File: src/rtl/fifo_serial_pkg.sv
// rtl/fifo_serial_pkg.sv - shared types and sizing helpers for the FIFO serial drain
package fifo_serial_pkg;

    typedef enum logic [2:0] {
        IDLE,
        FETCH,
        LATCH,
        START,
        DATA,
        PARITY,
        STOP
    } state_t;

    function automatic int frame_bits(input int data_w, input int parity_en);
        return 2 + data_w + parity_en;
    endfunction

    function automatic int timer_w(input int clks_per_bit);
        return (clks_per_bit > 1) ? $clog2(clks_per_bit) : 1;
    endfunction

endpackage

File: src/rtl/bit_timer.sv
// rtl/bit_timer.sv - free-running bit-period counter with synchronous clear and terminal tick
module bit_timer
    import fifo_serial_pkg::*;
#(
    parameter int CLKS_PER_BIT = 4
) (
    input  logic Clk,
    input  logic Rst_n,
    input  logic clr,
    output logic tick
);

    localparam int TW = timer_w(CLKS_PER_BIT);
    localparam logic [TW-1:0] LAST = TW'(CLKS_PER_BIT - 1);

    logic [TW-1:0] r_cnt;

    always_ff @(posedge Clk or negedge Rst_n) begin
        if (!Rst_n) begin
            r_cnt <= '0;
        end else if (clr || (r_cnt == LAST)) begin
            r_cnt <= '0;
        end else begin
            r_cnt <= r_cnt + 1'b1;
        end
    end

    assign tick = (r_cnt == LAST);

endmodule

File: src/rtl/fifo_serial_drain.sv
// rtl/fifo_serial_drain.sv - pops FIFO words and sends each as a start/data/parity/stop serial frame
module fifo_serial_drain
    import fifo_serial_pkg::*;
#(
    parameter int DATA_W       = 4,
    parameter int CLKS_PER_BIT = 4,
    parameter int PARITY_EN    = 1
) (
    input  logic              Clk,
    input  logic              Rst_n,
    input  logic              EN,
    input  logic              EMPTY,
    output logic              RD,
    input  logic [DATA_W-1:0] dataOut,
    output logic              txSerial,
    output logic              busy,
    output logic              frameDone
);

    localparam int BW = (DATA_W > 1) ? $clog2(DATA_W) : 1;
    localparam logic [BW-1:0] LAST_BIT = BW'(DATA_W - 1);

    state_t            r_state;
    logic              r_rd;
    logic              r_tx;
    logic              r_done;
    logic [DATA_W-1:0] r_shift;
    logic              r_par;
    logic [BW-1:0]     r_bit;

    logic w_tick;
    logic w_clr;

    // Timer is held at zero until the frame starts, so START gets a full bit period.
    assign w_clr = (r_state == IDLE) || (r_state == FETCH) || (r_state == LATCH);

    bit_timer #(
        .CLKS_PER_BIT(CLKS_PER_BIT)
    ) u_bit_timer (
        .Clk  (Clk),
        .Rst_n(Rst_n),
        .clr  (w_clr),
        .tick (w_tick)
    );

    // The line register follows the state one cycle later, so the frame on the wire
    // and frameDone line up with each other.
    always_ff @(posedge Clk or negedge Rst_n) begin
        if (!Rst_n) begin
            r_state <= IDLE;
            r_rd    <= 1'b0;
            r_tx    <= 1'b1;
            r_done  <= 1'b0;
            r_shift <= '0;
            r_par   <= 1'b0;
            r_bit   <= '0;
        end else begin
            r_rd   <= 1'b0;
            r_done <= 1'b0;
            case (r_state)
                IDLE: begin
                    r_tx <= 1'b1;
                    if (EN && !EMPTY) begin
                        r_rd    <= 1'b1;
                        r_state <= FETCH;
                    end
                end
                FETCH: begin
                    r_tx    <= 1'b1;
                    r_state <= LATCH;
                end
                LATCH: begin
                    r_tx    <= 1'b1;
                    r_shift <= dataOut;
                    r_par   <= ^dataOut;
                    r_bit   <= '0;
                    r_state <= START;
                end
                START: begin
                    r_tx <= 1'b0;
                    if (w_tick) begin
                        r_state <= DATA;
                    end
                end
                DATA: begin
                    r_tx <= r_shift[0];
                    if (w_tick) begin
                        r_shift <= r_shift >> 1;
                        if (r_bit == LAST_BIT) begin
                            r_bit   <= '0;
                            r_state <= (PARITY_EN != 0) ? PARITY : STOP;
                        end else begin
                            r_bit <= r_bit + 1'b1;
                        end
                    end
                end
                PARITY: begin
                    r_tx <= r_par;
                    if (w_tick) begin
                        r_state <= STOP;
                    end
                end
                STOP: begin
                    r_tx <= 1'b1;
                    if (w_tick) begin
                        r_done <= 1'b1;
                        if (EN && !EMPTY) begin
                            r_rd    <= 1'b1;
                            r_state <= FETCH;
                        end else begin
                            r_state <= IDLE;
                        end
                    end
                end
                default: begin
                    r_tx    <= 1'b1;
                    r_state <= IDLE;
                end
            endcase
        end
    end

    assign RD        = r_rd;
    assign txSerial  = r_tx;
    assign frameDone = r_done;
    assign busy      = (r_state != IDLE);

endmodule

File: config.mk
export PLATFORM = sky130hd
export DESIGN_NAME = fifo_serial_drain
export DESIGN_NICKNAME = d
export VERILOG_FILES = /design/src/rtl/fifo_serial_pkg.sv /design/src/rtl/bit_timer.sv /design/src/rtl/fifo_serial_drain.sv
export SDC_FILE = /design/constraint.sdc
export NUM_CORES = 1
export LEC_CHECK = 0
export ABC_AREA = 0
export CAP_MARGIN = 20
export CORE_MARGIN = 3
export CORE_UTILIZATION = 30
export DETAILED_ROUTE_END_ITERATION = 10
export GPL_ROUTABILITY_DRIVEN = 1
export PLACE_DENSITY = 0.53
export RECOVER_POWER = 25
export SLEW_MARGIN = 20
export SYNTH_ARGS = -nofsm -noshare
export SYNTH_HDL_FRONTEND = slang
export SYNTH_HIERARCHICAL = 1
export SYNTH_SLANG_ARGS = --single-unit
File: constraint.sdc
create_clock -name Clk -period 2.2 [get_ports Clk]
set_clock_uncertainty 0.15 [all_clocks]
set_input_delay 0.55 -clock Clk [delete_from_list [all_inputs] [get_ports Clk]]
set_output_delay 0.55 -clock Clk [all_outputs]
set_load 0.005 [all_outputs]
Yosys cells after proc, flatten, opt, wreduce, memory -nomap -nowiden
Index checks and enable logic that the tools add are counted.

word-level totals
  flip-flop bits (word level) = 15
  memories = 0
  bits in latches = 0
  bits in read-only memories = 0
  bits in writable memories = 0
  bits of input ports = 8
  output and inout port bits = 4

operators by class
  bitwise logic cells = 0
  multipliers = 0
  shift-type cells = 0
  mux-type cells = 20
  order comparisons = 0
  $add $sub $neg = 2
  reduce and logical (&&, ||, !) cells = 11
  divide/modulo/power cells = 0
  eq/ne operators = 14

operators by type and width
  operator               number
  $pmux W3 S7            1
  $mux W3                6
  $ne A2 B1 Y1 const B   5
  $eq A3 B3 Y1 const B   3
  $pmux W4 S2            1
  $eq A3 B2 Y1 const B   2
  $mux W2                3
  $reduce_and A6 Y1      1
  $mux W1                5
  $add A2 B1 Y2 const B  2
  $eq A2 B2 Y1 const B   2
  $mux W4                1
  $pmux W2 S2            1
  $reduce_xor A4 Y1      1
  $eq A3 B1 Y1 const B   1
  $logic_not A3 Y1       1
  $logic_or A1 B1 Y1     3
  $pmux W1 S3            1
  $reduce_bool A3 Y1     1
  $ne A2 B2 Y1 const B   1
  $pmux W1 S2            1
  $reduce_and A2 Y1      1
  $reduce_bool A2 Y1     1
  $logic_and A1 B1 Y1    1
  $logic_not A1 Y1       1

Logic depth before layout (Yosys ltp)
  word-level depth = 5
  mapped depth = 7
  gate-level depth less buffers = 5

Modules after synthesis
Netlist, hierarchy kept.

by module, submodules not included
  module             area each (um2)  cells each  seq. area each (um2)  times used
  fifo_serial_drain  705.7            74          326.6                 1
  bit_timer          85.1             5           50.0                  1

Worst setup path after synthesis
Ideal clock, no wire load.

  kind = register to output
  from = register r_state[1]
  to = output busy
  data required time = 1500 ps
  arrival time = 1007 ps
  buffers on the path = 1
  setup slack = 493 ps
  cell stages (with the launch flop) = 3
  cells stage by stage = dfrtp_1 buf_6 or3_2

between the ends
  cells in the longest elaborated chain, start to end = 1

ends and longest elaborated chain
  what                    line                      source
  from (decl)             fifo_serial_drain.sv:23   state_t r_state;
  from (signal assigned)  fifo_serial_drain.sv:91   r_state <= (PARITY_EN != 0) ? PARITY : STOP;
  $reduce_bool A3 Y1      fifo_serial_drain.sv:126  assign busy = (r_state != IDLE);
  to (decl)               fifo_serial_drain.sv:16   output logic busy,

No other way between the ends.

Worst setup path in the final report
  from = register r_state[2]
  to = output busy

Same word-level chain as after synthesis.

==> metrics.yaml <==
switching_share_pct: 36.9
rrSetupSlack_ns: 0.53
grt_pass1_vias: 572
place_hpwl_um: 1030
ios: 12
cp-start-kind: "register"
overflow: 0
cts_tree: "done"
h-tree-depth: 1
cp.required_ns: 1.50
finalCritPeriodShare_pct: 96.2
die_h_um: 57.3
start_util_pct: 33.5
grt_pass1_wl_um: 2480
post-synth-top-count-cell: "dfrtp_1"
syn_to_final_growth_pct: 21.8
avgSynthCellArea_um2: 10.0
grt_antenna_before_repair: 0
vias_per_cell: 4.75
worstMarginPinSlew_ns: 0.829
ys_async_sr_fraction_pct: 100
slew_viol_final: 0
critical_path.endpoint_type: "output pin"
drc: 0
p_sw_uw: 387
cellLeakagePower_nw: 0.405
clk_path_buf_depth: 2
diodes: 0
ys.flop_type: "dfrtp_1"
syn-instance-count: 79
worstSetupPathType: "register to output pin"
critPathMaxFanout: 2
netlist.area_leader.share_pct: 44.3
root_buffer: "clkbuf_4"
rsz0062_at_grt: "false"
reg2reg_from: "r_state[2]"
cp.arrival_ns: 1.42
synth_top_area_cell: "dfrtp_1"
synth_area_um2: 791
period_needed_ns: 2.12
cts.clk_slew.worst_paths_ns: 0.08
core_region_area_um2: 2360
cts_hold_buf: 0
setup_viol: 0
pwr-share-seq_pct: 40.1
timing.rr.end: "r_bit[1]"
grt_max_degree: 16
fp-row-count: 17
min-delay-path-class: "register to register"
holdWs_ns: 0.319
relSlewSlack_pct: 44.7
whs_path_depth: 1
synth_area_leaders: "dfrtp_1 (44%), mux2i_1 (6.3%), a21oi_2 (4.4%)"
num_vias: 584
drt-pass1-iter-count: 2
place_congestion: 0.767
power_mw: 1.05
hold_path_end: "u_bit_timer/r_cnt[0]"
status: "complete, no violations"
maxCapViolations: 0
io_buffers: 11
power.share.clock_pct: 15.1
die_w_um: 57.3
synth_edf_count: 0
synth_cell_type_count: 26
rr_worst_depth: 5
pwr_density_cell_nw_per_um2: 1090
yosysWarnings: 6
wire_per_inst_um: 11.1
ant_nets: 0
hold_viol: 0
final_layout_size_suffix_gt1_share_pct: 18.9
die_area_um2: 3290
tns_ns: 0
fmax_mhz: 473
worstHoldStart: "u_bit_timer/r_cnt[0]"
irDropWorstVdd_uv: 506
nets: 106
insertion_delay_ns: 0.28
wl_um: 1370
grt_usage_pct: 9.73
synth_seq_cells: 15
synth_fp_nets: 89
synth_common_cells: "dfrtp_1 (14), nor2_1 (8), nand2_1 (6)"
clock_sinks: 15
synth_seq_area_share_pct: 47.6
drtIter0Drc: 8
pwr-share-comb_pct: 44.8
numCtsBuffers: 3
power.internal_uw: 663
power groups by stage:
stage,Sequential [mW],Combinational [mW],Clock [mW]
floorplan,0.442,0.352,0
CTS,0.424,0.482,0.174
finish,0.422,0.471,0.159
global placement,0.425,0.476,0
global route,0.434,0.541,0.185
detailed placement,0.431,0.484,0
routing by layer:
layer,track usage [%],wire (um)
met4,1.99,0
met2,15.6,665
met3,4.98,76
met5,0,0
met1,11.7,624
through the flow:
step / area [um^2] / utilization, % / setup WS [ns] / cells
5_1_grt: 963 / 40.8 / 0.0268 / 123
2_1_floorplan: 791 / - / 0.493 / 79
3_5_place_dp: 942 / 39.9 / 0.202 / 119
4_1_cts: 967 / 41.0 / 0.0589 / 123
3_3_place_gp: 942 / 39.9 / 0.212 / 119
6_report: 963 / 40.8 / 0.0841 / 123
worst max-delay path by stage:
stage	to	cells past startpoint	start
after floorplan	busy	2	r_state[1]
after global placement	busy	2	r_state[2]
after detailed placement	busy	2	r_state[2]
after CTS	busy	2	r_state[2]
after global routing	busy	2	r_state[2]
final	busy	2	r_state[2]
cell families (layout without fill, tap and decap cells):
group / after synthesis / count (layout) / synth area share (%)
adder cells (fa/ha/maj): 2 / 2 / 3.16
flip-flops: 15 / 15 / 47.6
buffers and inverters: 9 / 25 / 6.33
AND/OR/NAND/NOR: 27 / 27 / 19.5
AO/OA/AOI/OAI: 18 / 18 / 13.8
XOR/XNOR: 3 / 3 / 3.32
multiplexers: 5 / 5 / 6.33
final cells by class:
cell class | instances | area, um^2
inverters | 5 | 18.8
fillers | 228 | 1400
well taps | 28 | 35.0
clock buffers | 4 | 26.3
flip-flops and latches | 15 | 377
repair buffers | 16 | 143
multi-input cells | 55 | 364
repair_timing:
item | 4_1_cts | 5_1_grt
endpoints found under the setup margin | 1 | 0
buffers inserted | 0 | 0
gates resized for setup | 1 | 0
cells in the final DEF, fill, tap and decap left out, types with 2 or more instances in the layout:
master,netlist,routed
clkbuf_4,0,3
nand2b_1,3,3
a21oi_2,4,4
mux2i_1,5,5
dfrtp_1,14,14
inv_1,4,4
nor2_1,8,8
nand3_1,3,3
xnor2_1,3,3
nand2_1,6,6
o21ai_1,3,3
buf_4,0,4
a21oi_1,5,5
clkdlybuf4s50_1,0,9
ha_1,2,2
clkbuf_1,1,2
o21ai_0,5,5
state kept, by name, indices dropped and copies added (netlist names):
signal	flops
RD	1
frameDone	1
r_bit	2
r_par	1
r_shift	4
r_state	3
txSerial	1
u_bit_timer/r_cnt	2
worst max-delay path, stage by stage (launching register included):
cell and delay, ns:
dfrtp_1 0.38, or3_2 0.48, dlygate4sd2_1 0.28
Note: power is estimated with default switching activity, not from simulation.
